<file path="src/rtl/demux5_1to2_buffered_pkg.sv">
`default_nettype none
// ============================================================================
// Module      : demux5_1to2_buffered_pkg
// Description : Shared constants for the buffered 1-to-2 demultiplexer.
// Revision    : 1.0 - initial release
// ============================================================================
package demux5_1to2_buffered_pkg;

    localparam int unsigned WIDTH_DEF = 5;
    localparam int unsigned DEPTH_DEF = 2;
    localparam int unsigned CNT_W     = 2;

    localparam logic PORT_A = 1'b0;
    localparam logic PORT_B = 1'b1;

endpackage : demux5_1to2_buffered_pkg
`default_nettype wire

</file>
<file path="src/rtl/demux5_1to2_buffered_fifo5x2.sv">
`default_nettype none
// ============================================================================
// Module      : fifo5x2
// Description : Two-entry synchronous FIFO with push/pop/full/empty/count.
// Revision    : 1.0 - initial release
// ============================================================================
module fifo5x2
    import demux5_1to2_buffered_pkg::*;
#(
    parameter int unsigned WIDTH = WIDTH_DEF,
    parameter int unsigned DEPTH = DEPTH_DEF
) (
    input  logic             clk,
    input  logic             reset,
    input  logic             push_i,
    input  logic             pop_i,
    input  logic [WIDTH-1:0] data_i,
    output logic [WIDTH-1:0] data_o,
    output logic             full_o,
    output logic             empty_o,
    output logic [CNT_W-1:0] count_o
);

    logic [WIDTH-1:0] mem_q [DEPTH];
    logic             wr_ptr_q, wr_ptr_d;
    logic             rd_ptr_q, rd_ptr_d;
    logic [CNT_W-1:0] count_q,  count_d;
    logic [WIDTH-1:0] last_q,   last_d;

    logic w_full;
    logic w_empty;
    logic w_push;
    logic w_pop;

    assign w_full  = (count_q == CNT_W'(DEPTH));
    assign w_empty = (count_q == '0);
    assign w_push  = push_i & ~w_full;
    assign w_pop   = pop_i  & ~w_empty;

    always_comb begin
        wr_ptr_d = wr_ptr_q;
        rd_ptr_d = rd_ptr_q;
        count_d  = count_q;
        last_d   = last_q;
        if (w_push) begin
            wr_ptr_d = ~wr_ptr_q;
        end
        if (w_pop) begin
            rd_ptr_d = ~rd_ptr_q;
            last_d   = mem_q[rd_ptr_q];
        end
        case ({w_push, w_pop})
            2'b10:   count_d = count_q + CNT_W'(1);
            2'b01:   count_d = count_q - CNT_W'(1);
            default: count_d = count_q;
        endcase
    end

    always_ff @(posedge clk) begin
        if (reset) begin
            wr_ptr_q <= 1'b0;
            rd_ptr_q <= 1'b0;
            count_q  <= '0;
            last_q   <= '0;
            for (int i = 0; i < DEPTH; i++) begin
                mem_q[i] <= '0;
            end
        end else begin
            wr_ptr_q <= wr_ptr_d;
            rd_ptr_q <= rd_ptr_d;
            count_q  <= count_d;
            last_q   <= last_d;
            if (w_push) begin
                mem_q[wr_ptr_q] <= data_i;
            end
        end
    end

    // An empty FIFO keeps presenting the word most recently popped.
    assign data_o  = w_empty ? last_q : mem_q[rd_ptr_q];
    assign full_o  = w_full;
    assign empty_o = w_empty;
    assign count_o = count_q;

endmodule : fifo5x2
`default_nettype wire

</file>
<file path="src/rtl/demux5_1to2_buffered.sv">
`default_nettype none
// ============================================================================
// Module      : demux5_1to2_buffered
// Description : Routes each input word to one of two 2-entry output buffers.
// Revision    : 1.0 - initial release
// ============================================================================
module demux5_1to2_buffered
    import demux5_1to2_buffered_pkg::*;
#(
    parameter int unsigned WIDTH = WIDTH_DEF,
    parameter int unsigned DEPTH = DEPTH_DEF
) (
    input  logic             clk,
    input  logic             reset,
    input  logic [WIDTH-1:0] in_data,
    input  logic             in_op,
    input  logic             in_valid,
    output logic             in_ready,
    output logic [WIDTH-1:0] a_data,
    output logic             a_valid,
    input  logic             a_ready,
    output logic [WIDTH-1:0] b_data,
    output logic             b_valid,
    input  logic             b_ready,
    output logic [CNT_W-1:0] a_count,
    output logic [CNT_W-1:0] b_count
);

    logic w_a_full, w_a_empty;
    logic w_b_full, w_b_empty;
    logic w_accept;
    logic w_a_push, w_b_push;
    logic w_a_pop,  w_b_pop;

    // Readiness looks only at the selected buffer's occupancy, never at pops.
    assign in_ready = ~reset & ((in_op == PORT_B) ? ~w_b_full : ~w_a_full);
    assign w_accept = in_valid & in_ready;
    assign w_a_push = w_accept & (in_op == PORT_A);
    assign w_b_push = w_accept & (in_op == PORT_B);

    assign a_valid  = ~w_a_empty;
    assign b_valid  = ~w_b_empty;
    assign w_a_pop  = a_valid & a_ready;
    assign w_b_pop  = b_valid & b_ready;

    fifo5x2 #(
        .WIDTH (WIDTH),
        .DEPTH (DEPTH)
    ) u_fifo_a (
        .clk     (clk),
        .reset   (reset),
        .push_i  (w_a_push),
        .pop_i   (w_a_pop),
        .data_i  (in_data),
        .data_o  (a_data),
        .full_o  (w_a_full),
        .empty_o (w_a_empty),
        .count_o (a_count)
    );

    fifo5x2 #(
        .WIDTH (WIDTH),
        .DEPTH (DEPTH)
    ) u_fifo_b (
        .clk     (clk),
        .reset   (reset),
        .push_i  (w_b_push),
        .pop_i   (w_b_pop),
        .data_i  (in_data),
        .data_o  (b_data),
        .full_o  (w_b_full),
        .empty_o (w_b_empty),
        .count_o (b_count)
    );

endmodule : demux5_1to2_buffered
`default_nettype wire

</file>
<file path="config.mk">
export PLATFORM = sky130hd
export DESIGN_NAME = demux5_1to2_buffered
export DESIGN_NICKNAME = d
export VERILOG_FILES = /design/src/rtl/demux5_1to2_buffered_pkg.sv /design/src/rtl/demux5_1to2_buffered_fifo5x2.sv /design/src/rtl/demux5_1to2_buffered.sv
export SDC_FILE = /design/constraint.sdc
export NUM_CORES = 1
export LEC_CHECK = 0
export ABC_AREA = 0
export ABC_CLOCK_PERIOD_IN_PS = 2050
export CAP_MARGIN = 40
export CORE_ASPECT_RATIO = 1.1
export CORE_MARGIN = 4
export CORE_UTILIZATION = 56
export CTS_CLUSTER_SIZE = 24
export DETAILED_ROUTE_END_ITERATION = 8
export DONT_BUFFER_PORTS = 1
export PLACE_DENSITY = 0.72
export REMOVE_ABC_BUFFERS = 1
export SYNTH_ARGS = -nofsm -noshare
export SYNTH_HDL_FRONTEND = slang
export SYNTH_SLANG_ARGS = --single-unit
</file>
<file path="constraint.sdc">
create_clock -name clk -period 2.05 [get_ports clk]
set_clock_uncertainty 0.1 [all_clocks]
set_input_delay 0.5125 -clock clk [delete_from_list [all_inputs] [get_ports clk]]
set_output_delay 0.5125 -clock clk [all_outputs]
set_load 0.1 [all_outputs]
</file>
# After elaboration in Yosys (flattened, before gate mapping)
# Memories as Yosys holds them, arrays and structs flattened. A register that Yosys moved wholly into a read port is not among the register bits.
# Cells that the tools add are included.
[word_totals]
regBits = 18
ram_bits = 20
inputBits = 11
elab_cells = 69
n_memories = 2
[memory_table]
columns = ["memory", "words", "word_bits", "rd", "rd_ports_with_merged_regs", "write_ports", "line_no", "source"]
rows = [
  ["u_fifo_a.mem_q", 2, 5, 1, 1, 2, "demux5_1to2_buffered_fifo5x2.sv:24", "logic [WIDTH-1:0] mem_q [DEPTH];"],
  ["u_fifo_b.mem_q", 2, 5, 1, 1, 2, "demux5_1to2_buffered_fifo5x2.sv:24", ""],
]
[op_classes]
add_sub_neg = 4
n_eq_ne = 6
n_mux = 23
n_bitwise = 20
reduce_logical = 6
[ops]
columns = ["operator", "count"]
rows = [
  ["$mux W5", 4],
  ["$mux W1", 17],
  ["$and A1 B1 Y1", 10],
  ["$not A1 Y1", 10],
  ["$reduce_or A5 Y1", 2],
  ["$eq A2 B2 Y1 const B", 4],
  ["$pmux W2 S2", 2],
  ["$add A2 B1 Y2 const B", 2],
  ["$eq A2 B1 Y1 const B", 2],
  ["$logic_not A2 Y1", 2],
  ["$reduce_bool A2 Y1", 2],
  ["$sub A2 B1 Y2 const B", 2],
]

# Longest topological paths before layout
[depth]
ltp_word = 12
depth_mapped = 7

# Hierarchy
# Synthesis repeated with hierarchy kept, for this count alone.
[hier_totals]
cells_unflattened = 174
area_unflattened_um2 = 1838.0
[modules_own_cells]
columns = ["mod", "n_inst", "cells_each", "area_each_um2"]
rows = [
  ["fifo5x2", 2, 83, 879.6],
  ["demux5_1to2_buffered", 1, 8, 78.8],
]

# Worst setup path after synthesis
# No wires, ideal clock.
[synth_timing]
path_type = "reg-to-output"
start = "register u_fifo_a.count_q[0] (netlist: u_fifo_a.count_o[0])"
end = "output port a_data[1]"
arrival_ns = 3.965
required_time_ns = 1.437
setup_slack_ns = -2.527
stages_incl_launch_ff = 6
cell_sequence = "dfxtp_1 buf_2 or2_2 clkbuf_1 nor2_1 a21oi_1"
[synth_via]
elab_chain_len = 2
[synth_lines]
columns = ["item", "line_no", "source"]
rows = [
  ["start: declaration", "demux5_1to2_buffered_fifo5x2.sv:27", "logic [CNT_W-1:0] count_q, count_d;"],
  ["start signal: assignment", "demux5_1to2_buffered_fifo5x2.sv:71", "count_q <= count_d;"],
  ["$logic_not A2 Y1", "demux5_1to2_buffered_fifo5x2.sv:36", "assign w_empty = (count_q == '0);"],
  ["$mux W5", "demux5_1to2_buffered_fifo5x2.sv:80", "assign data_o = w_empty ? last_q : mem_q[rd_ptr_q];"],
  ["end: declaration", "demux5_1to2_buffered.sv:19", "output logic [WIDTH-1:0] a_data,"],
]
# No other way between the ends.

==> insert_results.sql <==
INSERT INTO impl_metrics (metric_group, metric, value, unit) VALUES
('outcome', 'outcome', 'complete, no violations', ''),
('clock_network', 'clock-sinks', '40', ''),
('placement', 'routabilityCongestion', '0.823', ''),
('floorplan', 'rows', '21', ''),
('global_route', 'grt_max_degree', '30', ''),
('floorplan', 'ios', '28', ''),
('drt', 'drt-total-wl', '4130', 'µm'),
('global_route', 'grt.met2_usage', '35.7', '%'),
('floorplan', 'core_area', '0.00310', 'mm²'),
('logic_synthesis', 'synth_area_per_cell', '10.5', 'µm²'),
('clock_network', 'root_buffer', 'clkbuf_4', ''),
('logic_synthesis', 'synthArstFlopShare', '0', '%'),
('logic_synthesis', 'post_synth_mux_area_share', '5.41', '%'),
('sta', 'post-route-period-util', '99.5', '%'),
('setup_path', 'cp-start-kind', 'flop', ''),
('power', 'max-vdd-ir-drop', '1160', 'µV'),
('logic_synthesis', 'yosysTopAreaCell', 'edfxtp_1', ''),
('logic_synthesis', 'synth.most_common_cell', 'nor2_1', ''),
('logic_synthesis', 'synth_ff_type', 'edfxtp_1', ''),
('clock_network', 'cts_buffers', '5', ''),
('logic_synthesis', 'synth_top_cells_by_area', 'edfxtp_1, dfxtp_1, nor2_1', ''),
('global_route', 'layer_carrying_the_most_global_route_usage', 'met2', ''),
('sta', 'timing.max_slew.rel_slack', '68.7', '%'),
('final_layout', 'instances_no_fill', '236', ''),
('setup_path', 'rrSetupSlack', '140', 'ps'),
('setup_path', 'timing.rr.start', 'u_fifo_a.count_o[0]', ''),
('sta', 'finalHoldViolCount', '0', ''),
('logic_synthesis', 'syn_inst', '177', ''),
('drt', 'routed-via-count', '1383', ''),
('final_layout', 'drive_gt1_share', '43.1', '%'),
('clock_network', 'path_clk_slew', '120', 'ps'),
('flow_run', 'timing.max_cap.violations', '0', ''),
('global_route', 'first_global_vias', '1443', ''),
('clock_network', 'cts_tree', 'yes', ''),
('logic_synthesis', 'synth-edff-count', '20', ''),
('sta', 'timing.final.ws_setup', '9.24', 'ps'),
('sta', 'setup_violations', '0', ''),
('drt', 'drt_iter0_markers', '89', ''),
('setup_path', 'worst-r2r-cell-count', '6', ''),
('drt', 'dr.pass1.iters', '4', ''),
('logic_synthesis', 'synth-seq-cells', '40', ''),
('drt', 'ant_nets', '0', ''),
('logic_synthesis', 'yosysSeqAreaShare', '54.1', '%'),
('logic_synthesis', 'post-synth-top-area-fraction', '32.5', '%'),
('setup_path', 'setup.worst_path.end_class', 'primary output', ''),
('drt', 'drc', '0', ''),
('global_route', 'globalRoute.totalOverflow', '0', ''),
('global_route', 'met1_use_gr', '23.2', '%'),
('drt', 'via_per_inst', '5.86', ''),
('placement', 'post-dp-hpwl', '2720', 'µm'),
('setup_path', 'setup.worst_path.class', 'flop to primary output', ''),
('power', 'pwr_density_cell', '1430', 'mW/mm²'),
('logic_synthesis', 'synth_fa_ha_area_share', '1.35', '%'),
('logic_synthesis', 'synth_compound_gate_area_share', '11.1', '%'),
('sta', 'setup_repair_after_global_routing_missed_its_margin', 'true', ''),
('setup_path', 'r2r_end', 'u_fifo_a.count_o[1]', ''),
('global_route', 'initial_antenna_violation_count', '0', ''),
('logic_synthesis', 'synthSimpleGateAreaFrac', '20.8', '%'),
('setup_path', 'timing.critical_path.fanout_max', '5', ''),
('logic_synthesis', 'synth.distinct_cells', '30', ''),
('final_layout', 'final_nets', '214', ''),
('clock_network', 'cts.path.max_buffers', '2', ''),
('placement', 'placed_cells', '221', ''),
('drt', 'drt-wirelength-per-cell', '17.5', 'µm'),
('final_layout', 'syn_to_final_growth', '36.2', '%'),
('sta', 'finalWorstPathRequiredPeriod', '2040', 'ps'),
('worst_hold_path', 'worst_hold_path_type', 'input port to flop', ''),
('floorplan', 'initial_utilization', '59.7', '%'),
('clock_network', 'holdBufCountCts', '0', ''),
('logic_synthesis', 'synth-warning-count', '0', ''),
('logic_synthesis', 'synth_xor_area_share', '2.84', '%');
through the flow:
| step | setup TNS [ps] | total power [mW] | area (µm²) | hold slack (ps) |
|---|---|---|---|---|
| 6_report | 0 | 3.60 | 2520 | 117 |
| 2_1_floorplan | -25390 | 2.26 | 1790 | 365 |
| 3_3_place_gp | 0 | 2.86 | 2180 | 372 |
| 4_1_cts | -7.16 | 3.33 | 2280 | 99.6 |
| 3_5_place_dp | 0 | 2.91 | 2180 | 391 |
| 5_1_grt | -355 | 3.74 | 2520 | 85.1 |
metal layers:
metal	share of wire [%]	vias to the layer above
met5	0	-
met4	1.1	0
met3	5.1	4
met2	51	28
met1	43	674
li1	-	677
cell usage in the layout, fill, tap and decap left out, types with 3 or more instances in the layout:
master     n
xnor2_1    4
nor2_1    17
nor3_2     9
o21ai_0    4
mux2i_2    7
or2_4      4
or3_1      6
dfxtp_4    6
nand2b_1   5
a211oi_1  10
clkbuf_4   5
mux2i_4    3
and2_1     5
buf_4     16
buf_12    11
a21oi_1    4
nor3_1     6
inv_1      5
edfxtp_1  20
a21oi_4   10
dfxtp_1   14
nor2_4     8
flip-flops by register name (all words and copies together) (netlist names), named ones only:
name	flops
u_fifo_a.mem_q	10
u_fifo_a.count_o	2
u_fifo_b.rd_ptr_q	1
u_fifo_b.wr_ptr_q	1
u_fifo_a.last_q	5
u_fifo_a.wr_ptr_q	1
u_fifo_b.count_o	2
u_fifo_b.mem_q	10
u_fifo_b.last_q	5
u_fifo_a.rd_ptr_q	1
worst max-delay path: stages, from the launching register on:
cell     delay, ps
dfxtp_4        460
mux2i_2        350
a21oi_4        100
buf_12         170
power by group:
group	switching [mW]	total (mW)	leakage (nW)	internal, mW
Clock	0.243	0.377	0.0293	0.134
Sequential	0.114	1.06	0.377	0.944
Combinational	1.42	2.16	0.489	0.747
Total	1.77	3.60	0.895	1.82
layout make-up:
cell class / count / area, µm² / area share (%)
clock buffer: 7 / 45.0 / 1.79
inverter: 6 / 22.5 / 0.893
multi-input combinational: 120 / 1040 / 41.1
timing repair buffer: 28 / 345 / 13.7
tap: 34 / 42.5 / 1.69
clock inverter: 1 / 5.00 / 0.199
sequential: 40 / 1020 / 40.6
kinds of logic (layout without fill, tap and decap cells):
family | Yosys count | after routing
AO/OA/AOI/OAI | 33 | 33
XOR/XNOR | 6 | 6
multiplexers | 10 | 10
flip-flops | 40 | 40
buffers and inverters | 19 | 42
adder cells (fa/ha/maj) | 2 | 2
AND/OR/NAND/NOR | 67 | 69
repair_timing:
item                                    4_1_cts  5_1_grt
endpoints found under the setup margin       13       11
setup buffers                                 1        4
pin swaps                                     1        4
gates resized for setup                      15       44
cloned                                        1        1
hold endpoints to repair                      0        0
worst max-delay path by stage:
stage,slack [ps],end
finish,9,b_data[3]
global route,-50,b_data[3]
CTS,-5,a_data[2]
detailed placement,100,u_fifo_b.count_o[1]
global placement,130,u_fifo_a.count_o[1]
floorplan,-1850,a_data[0]
(Power assumes the default switching activity.)
